[src/rtl/can_frame_rx.sv]
// can_frame_rx: CAN 2.0A standard-frame receiver with destuffing, CRC-15 check and ACK drive
module can_frame_rx #(
  parameter int CLKS_PER_BIT = 16,
  parameter int SAMPLE_PT = 10,
  parameter int IDLE_BITS = 11
) (
  input  logic        clk,
  input  logic        reset,
  input  logic        can_in,
  output logic        ack_out,
  output logic [10:0] rx_id,
  output logic        rx_rtr,
  output logic [3:0]  rx_dlc,
  output logic [63:0] rx_data,
  output logic        rx_valid,
  output logic        rx_err,
  output logic [1:0]  err_code
);
  typedef enum logic [3:0] {INTEG, IDLE, SOF, ID, RTR, IDE, R0, DLC, DATA, CRC, CRCD, ACK, ACKD, EOF} state_t;
  localparam int CW = $clog2(CLKS_PER_BIT);
  localparam int IW = $clog2(IDLE_BITS + 1);
  state_t state;
  logic [2:0] sy;
  logic [CW-1:0] cnt, cur;
  logic [IW-1:0] icnt;
  logic [2:0] run_len;
  logic run_bit;
  logic [6:0] fc, dlen;
  logic [14:0] crc, rcrc;
  logic [10:0] wid;
  logic wrtr;
  logic [3:0] wdlc, dlc_n;
  logic [63:0] wdata;
  logic bit_v, edge_v, smp, wrap, stf_reg, stuff;
  logic [1:0] err;
  assign bit_v = sy[1];
  assign edge_v = state == IDLE && sy[2] && !sy[1];
  assign cur = edge_v ? '0 : cnt;
  assign smp = cur == CW'(SAMPLE_PT);
  assign wrap = cur == CW'(CLKS_PER_BIT - 1);
  // a run of five still pending after the last CRC bit puts the stuff bit in the delimiter slot
  assign stf_reg = (state inside {ID, RTR, IDE, R0, DLC, DATA, CRC}) || (state == CRCD && run_len == 3'd5);
  assign stuff = stf_reg && run_len == 3'd5;
  assign dlc_n = {wdlc[2:0], bit_v};
  assign err = stuff ? (bit_v == run_bit ? 2'd1 : 2'd0) :
               state == CRCD ? (rcrc != crc ? 2'd2 : bit_v ? 2'd0 : 2'd3) :
               (state == IDE && bit_v) || ((state == ACKD || state == EOF) && !bit_v) ? 2'd3 : 2'd0;
  always_ff @(posedge clk) begin
    if (!reset) begin
      sy <= '1;
      cnt <= '0;
      icnt <= '0;
      state <= INTEG;
      run_len <= '0;
      run_bit <= 1'b0;
      fc <= '0;
      dlen <= '0;
      crc <= '0;
      rcrc <= '0;
      wid <= '0;
      wrtr <= 1'b0;
      wdlc <= '0;
      wdata <= '0;
      ack_out <= 1'b1;
      rx_id <= '0;
      rx_rtr <= 1'b0;
      rx_dlc <= '0;
      rx_data <= '0;
      rx_valid <= 1'b0;
      rx_err <= 1'b0;
      err_code <= '0;
    end else begin
      sy <= {sy[1:0], can_in};
      cnt <= wrap ? '0 : cur + 1'b1;
      rx_valid <= 1'b0;
      rx_err <= 1'b0;
      err_code <= 2'd0;
      if (edge_v) state <= SOF;
      if (state == ACK && wrap) ack_out <= 1'b0;
      if (state == ACKD && wrap) ack_out <= 1'b1;
      if (smp && err != 2'd0) begin
        state <= INTEG;
        icnt <= '0;
        rx_err <= 1'b1;
        err_code <= err;
        ack_out <= 1'b1;
      end else if (smp) begin
        if (stuff) begin
          run_bit <= bit_v;
          run_len <= 3'd1;
        end else begin
          if (stf_reg) begin
            run_len <= bit_v == run_bit ? run_len + 3'd1 : 3'd1;
            run_bit <= bit_v;
          end
          if (state inside {SOF, ID, RTR, IDE, R0, DLC, DATA})
            crc <= {crc[13:0], 1'b0} ^ ((bit_v ^ crc[14]) ? 15'h4599 : 15'h0);
          fc <= fc + 7'd1;
          case (state)
            INTEG: begin
              icnt <= bit_v ? icnt + 1'b1 : '0;
              if (bit_v && icnt == IW'(IDLE_BITS - 1)) state <= IDLE;
            end
            SOF: begin
              if (bit_v) state <= IDLE;
              else begin
                state <= ID;
                fc <= '0;
                run_bit <= 1'b0;
                run_len <= 3'd1;
                crc <= '0;
                wdata <= '0;
              end
            end
            ID: begin
              wid <= {wid[9:0], bit_v};
              if (fc == 7'd10) state <= RTR;
            end
            RTR: begin
              wrtr <= bit_v;
              state <= IDE;
            end
            IDE: state <= R0;
            R0: begin
              state <= DLC;
              fc <= '0;
            end
            DLC: begin
              wdlc <= dlc_n;
              if (fc == 7'd3) begin
                fc <= '0;
                dlen <= dlc_n[3] ? 7'd64 : {1'b0, dlc_n[2:0], 3'b000};
                state <= (wrtr || dlc_n == 4'd0) ? CRC : DATA;
              end
            end
            DATA: begin
              wdata[6'd63 - fc[5:0]] <= bit_v;
              if (fc == dlen - 7'd1) begin
                fc <= '0;
                state <= CRC;
              end
            end
            CRC: begin
              rcrc <= {rcrc[13:0], bit_v};
              if (fc == 7'd14) state <= CRCD;
            end
            CRCD: state <= ACK;
            ACK: state <= ACKD;
            ACKD: begin
              state <= EOF;
              fc <= '0;
            end
            EOF: begin
              if (fc == 7'd6) begin
                state <= IDLE;
                rx_valid <= 1'b1;
                rx_id <= wid;
                rx_rtr <= wrtr;
                rx_dlc <= wdlc;
                rx_data <= wdata;
              end
            end
            default: ;
          endcase
        end
      end
    end
  end
endmodule

[config.mk]
export PLATFORM = sky130hd
export DESIGN_NAME = can_frame_rx
export DESIGN_NICKNAME = d
export VERILOG_FILES = /design/src/rtl/can_frame_rx.sv
export SDC_FILE = /design/constraint.sdc
export NUM_CORES = 1
export LEC_CHECK = 0
export BUFFER_PORTS_ARGS = -buffer_cell sky130_fd_sc_hd__buf_2
export CORE_UTILIZATION = 35
export DETAILED_ROUTE_END_ITERATION = 10
export PLACE_DENSITY = 0.58
export RECOVER_POWER = 100
export SLEW_MARGIN = 25
export SYNTH_ARGS = -nofsm -noshare
export SYNTH_HDL_FRONTEND = slang
export SYNTH_SLANG_ARGS = --single-unit
[constraint.sdc]
create_clock -name clk -period 3.5 [get_ports clk]
set_input_delay 0.7 -clock clk [delete_from_list [all_inputs] [get_ports clk]]
set_output_delay 0.7 -clock clk [all_outputs]
set_load 0.01 [all_outputs]
==> metrics.txt <==
top post-synthesis cells by area=dfxtp_1, mux2i_1, nand2_1; fmax=314 MHz; Max-Cap Viols=1; Clk pwr share=49.7%; asr flop ratio synth=0%; Post-synth EDFFs=0; synthesized net count=1243; Yosys reg bits=225; Post-Route WL=26.6 mm; critical path type=reg -> reg; Post-DP HPWL=17.4 mm; count leader, synth=nand2_1; clock transition at the registers of the reported paths=0.06 ns; initial core utilization=35.6%; dominant synthesized flop cell=dfxtp_1; First DRT Iteration DRCs=598; Pint=0.00415 W; hold path depth=2; Power, Total=0.00525 W; Mean Syn Cell Area=8.32 um2; cell repeated most along the worst path=or2_2; Post-synth top cells=nand2_1, dfxtp_1, mux2i_1, nor2_1, a21oi_1; CP cell instances=or2_2 > or2_2 > nand2_1 > ha_1 > and3b_1 > o21a_1 > nand4_4 > clkbuf_2 > buf_4 > nor3_1 > o22ai_1; Post-Syn Instances=1231; area grow syn2layout=13.9%; R2R Path End=wdata[26]$_SDFFE_PN0P_; Cell variety after synth=65; Core Box Area=28800 um2; pin count of the biggest net entering global routing=114; cts hold-fix bufs=0; final hold viol count=0; RSZ-0062 raised after global routing=false; CP Launch Type=flip-flop; CP max-delay cell=clkbuf_2; n_diodes=0; wire length per cell=15.9 um; clk sink count=225; die area=29900 um2; Reg power frac=48.9%; hold_sp=can_in; CTS root buffer=clkbuf_16; CTS Buffer Depth=3; max incr delay on CP=0.47 ns; grt total ovfl=0; cell area after synthesis=10200 um2; HP Class=in -> reg; Post-CTS Resized=0; measured slew at the worst slew-check pin=2.03 ns; status=finished, violations left; buffers and inverters on the worst path=2; crit path DAT=3.57 ns; final worst-path cycle share=91.0%; row count=62; Gate power share=1.4%; failing checks=capacitance limit, slew limit; Ports=88; Die H=173 um; register area share after synthesis=44.0%; VDD IR max=0.371 mV; Die X=173 um; worst skew pair latency=0.52 ns; number of global-route vias before repair=8184; Final Max Slew Viols=114; Hold EP=sy[0]$_SDFF_PN1_; Max H-tree Level=1; PD cells=450 nW/um2; required time of the critical path=3.88 ns; remaining antenna violation count after routing=0; total track usage=17.5%; Leak=4.42 nW; DR DRC count=0; Final Skew=0.0182 ns; final setup violation count=0; first-pass GRT wire length=43.3 mm; Ys Warns=0; Period minus WS final=3.19 ns; CTS buffer count=24; Reg2Reg Depth=11; Sw Pwr=0.00110 W; CP top delay family=simple AND/OR/NAND/NOR gates; layout cells sized above 1=6.68%; nets@finish=1282; reg2reg setup slack=0.31 ns; area leader, netlist=dfxtp_1; first drt pass iteration count=5; Rel. slew slack=-35.1%; DR vias=8660; Buffers on Ports=87; CP endpoint kind=flip-flop; sw frac=20.9%; initial antenna violation count=0; RR Startpoint=state[1]$_SDFF_PP0_; largest fanout on the critical path=33; RePlAce Congestion=0.876; CTS tree=yes; Synth top area share=44.0%; vias per cell=5.18; final design utilization=40.5%; setup bufs post-CTS=0; final setup TNS=0 ns
==> registers in the layout, indices dropped and copies added, names as in the netlist, 7 cells and up <==
signal and cells:
fc 7, rx_id 11, rx_data 64, rcrc 15, wdata 64, wid 11
crc 15
==> placed cells by master, fill, tap and decap left out, types with 3 or more instances in the layout <==
cell type	n
a21boi_0	4
buf_4	19
a211oi_1	4
ha_1	9
nand3_1	22
o21ai_0	21
or4_1	3
o211ai_1	4
o41ai_1	3
and3_1	4
or3_1	5
or2_2	4
o22ai_1	61
xnor2_1	14
clkbuf_16	25
nor3_1	76
buf_2	4
clkbuf_2	3
clkbuf_8	6
o311ai_0	4
o31ai_1	6
mux2i_1	117
nand2b_1	8
dfxtp_1	225
nor2_1	91
nand4_1	8
nand2_1	233
a311oi_1	4
clkbuf_1	90
nor2b_1	10
nand3b_1	6
nor3b_1	6
nor4_1	7
xor2_1	19
a21oi_1	89
and2_1	7
clkinv_2	5
o21a_1	3
inv_1	12
==> logic make-up (layout without fill, tap and decap cells) <==
group,count (synthesis),count (layout),share of synthesized area (%)
adder cells (fa/ha/maj),9,9,1.10
AND/OR/NAND/NOR,507,507,22.4
multiplexers,119,119,11.8
XOR/XNOR,33,33,2.82
buffers and inverters,115,171,4.69
flip-flops,225,225,44.0
AO/OA/AOI/OAI,223,223,13.2
==> how the worst max path moves through the flow <==
stage | startpoint | slack, ns | end | cells after the start
after CTS | state[1]$_SDFF_PP0_ | 0.41 | rx_id[9]$_SDFFE_PN0P_ | 11
final | state[1]$_SDFF_PP0_ | 0.31 | wdata[26]$_SDFFE_PN0P_ | 11
after floorplan | state[2]$_SDFF_PP0_ | 0.65 | rcrc[10]$_SDFFE_PN0P_ | 13
after global routing | reset | 0.10 | wdata[8]$_SDFFE_PN0P_ | 4
after global placement | state[1]$_SDFF_PP0_ | 0.51 | rx_id[8]$_SDFFE_PN0P_ | 11
after detailed placement | state[1]$_SDFF_PP0_ | 0.45 | rx_id[6]$_SDFFE_PN0P_ | 11
==> area by class of cell <==
class	count	area, um2
Clock buffer	34	719
Clock inverter	9	100
Fill cell	2976	17100
Inverter	13	48.8
Multi-Input combinational cell	891	5280
Sequential cell	225	4500
Tap cell	384	480
Timing Repair Buffer	115	536
==> metrics by stage <==
| step | setup WS (ns) | cells | hold WS, ns | cell area (um2) |
|---|---|---|---|---|
| after floorplan | 0.652 | 1231 | 0.386 | 10200 |
| after global placement | 0.512 | 1627 | 0.401 | 11000 |
| after global routing | 0.102 | 1671 | 0.387 | 11700 |
| after detailed placement | 0.448 | 1628 | 0.420 | 11000 |
| after CTS | 0.408 | 1671 | 0.386 | 11800 |
| final | 0.315 | 1671 | 0.389 | 11700 |
==> metal layers <==
metal / track usage, % / up-vias / wire (um)
met2: 29.0 / 189 / 12200
met1: 23.5 / 4054 / 12600
met3: 2.48 / 44 / 1110
li1: - / 4373 / -
met5: 0 / - / 0
met4: 5.20 / 0 / 653
==> power by group through the flow <==
stage	Combinational, W	Clock (W)	Sequential [W]
global placement	0.0000779	0	0.00262
floorplan	0.0000572	0	0.00262
CTS	0.0000790	0.00268	0.00257
global route	0.0000834	0.00279	0.00257
finish	0.0000750	0.00261	0.00257
detailed placement	0.0000789	0	0.00262
No activity file was read; power rests on OpenSTA's default activity.
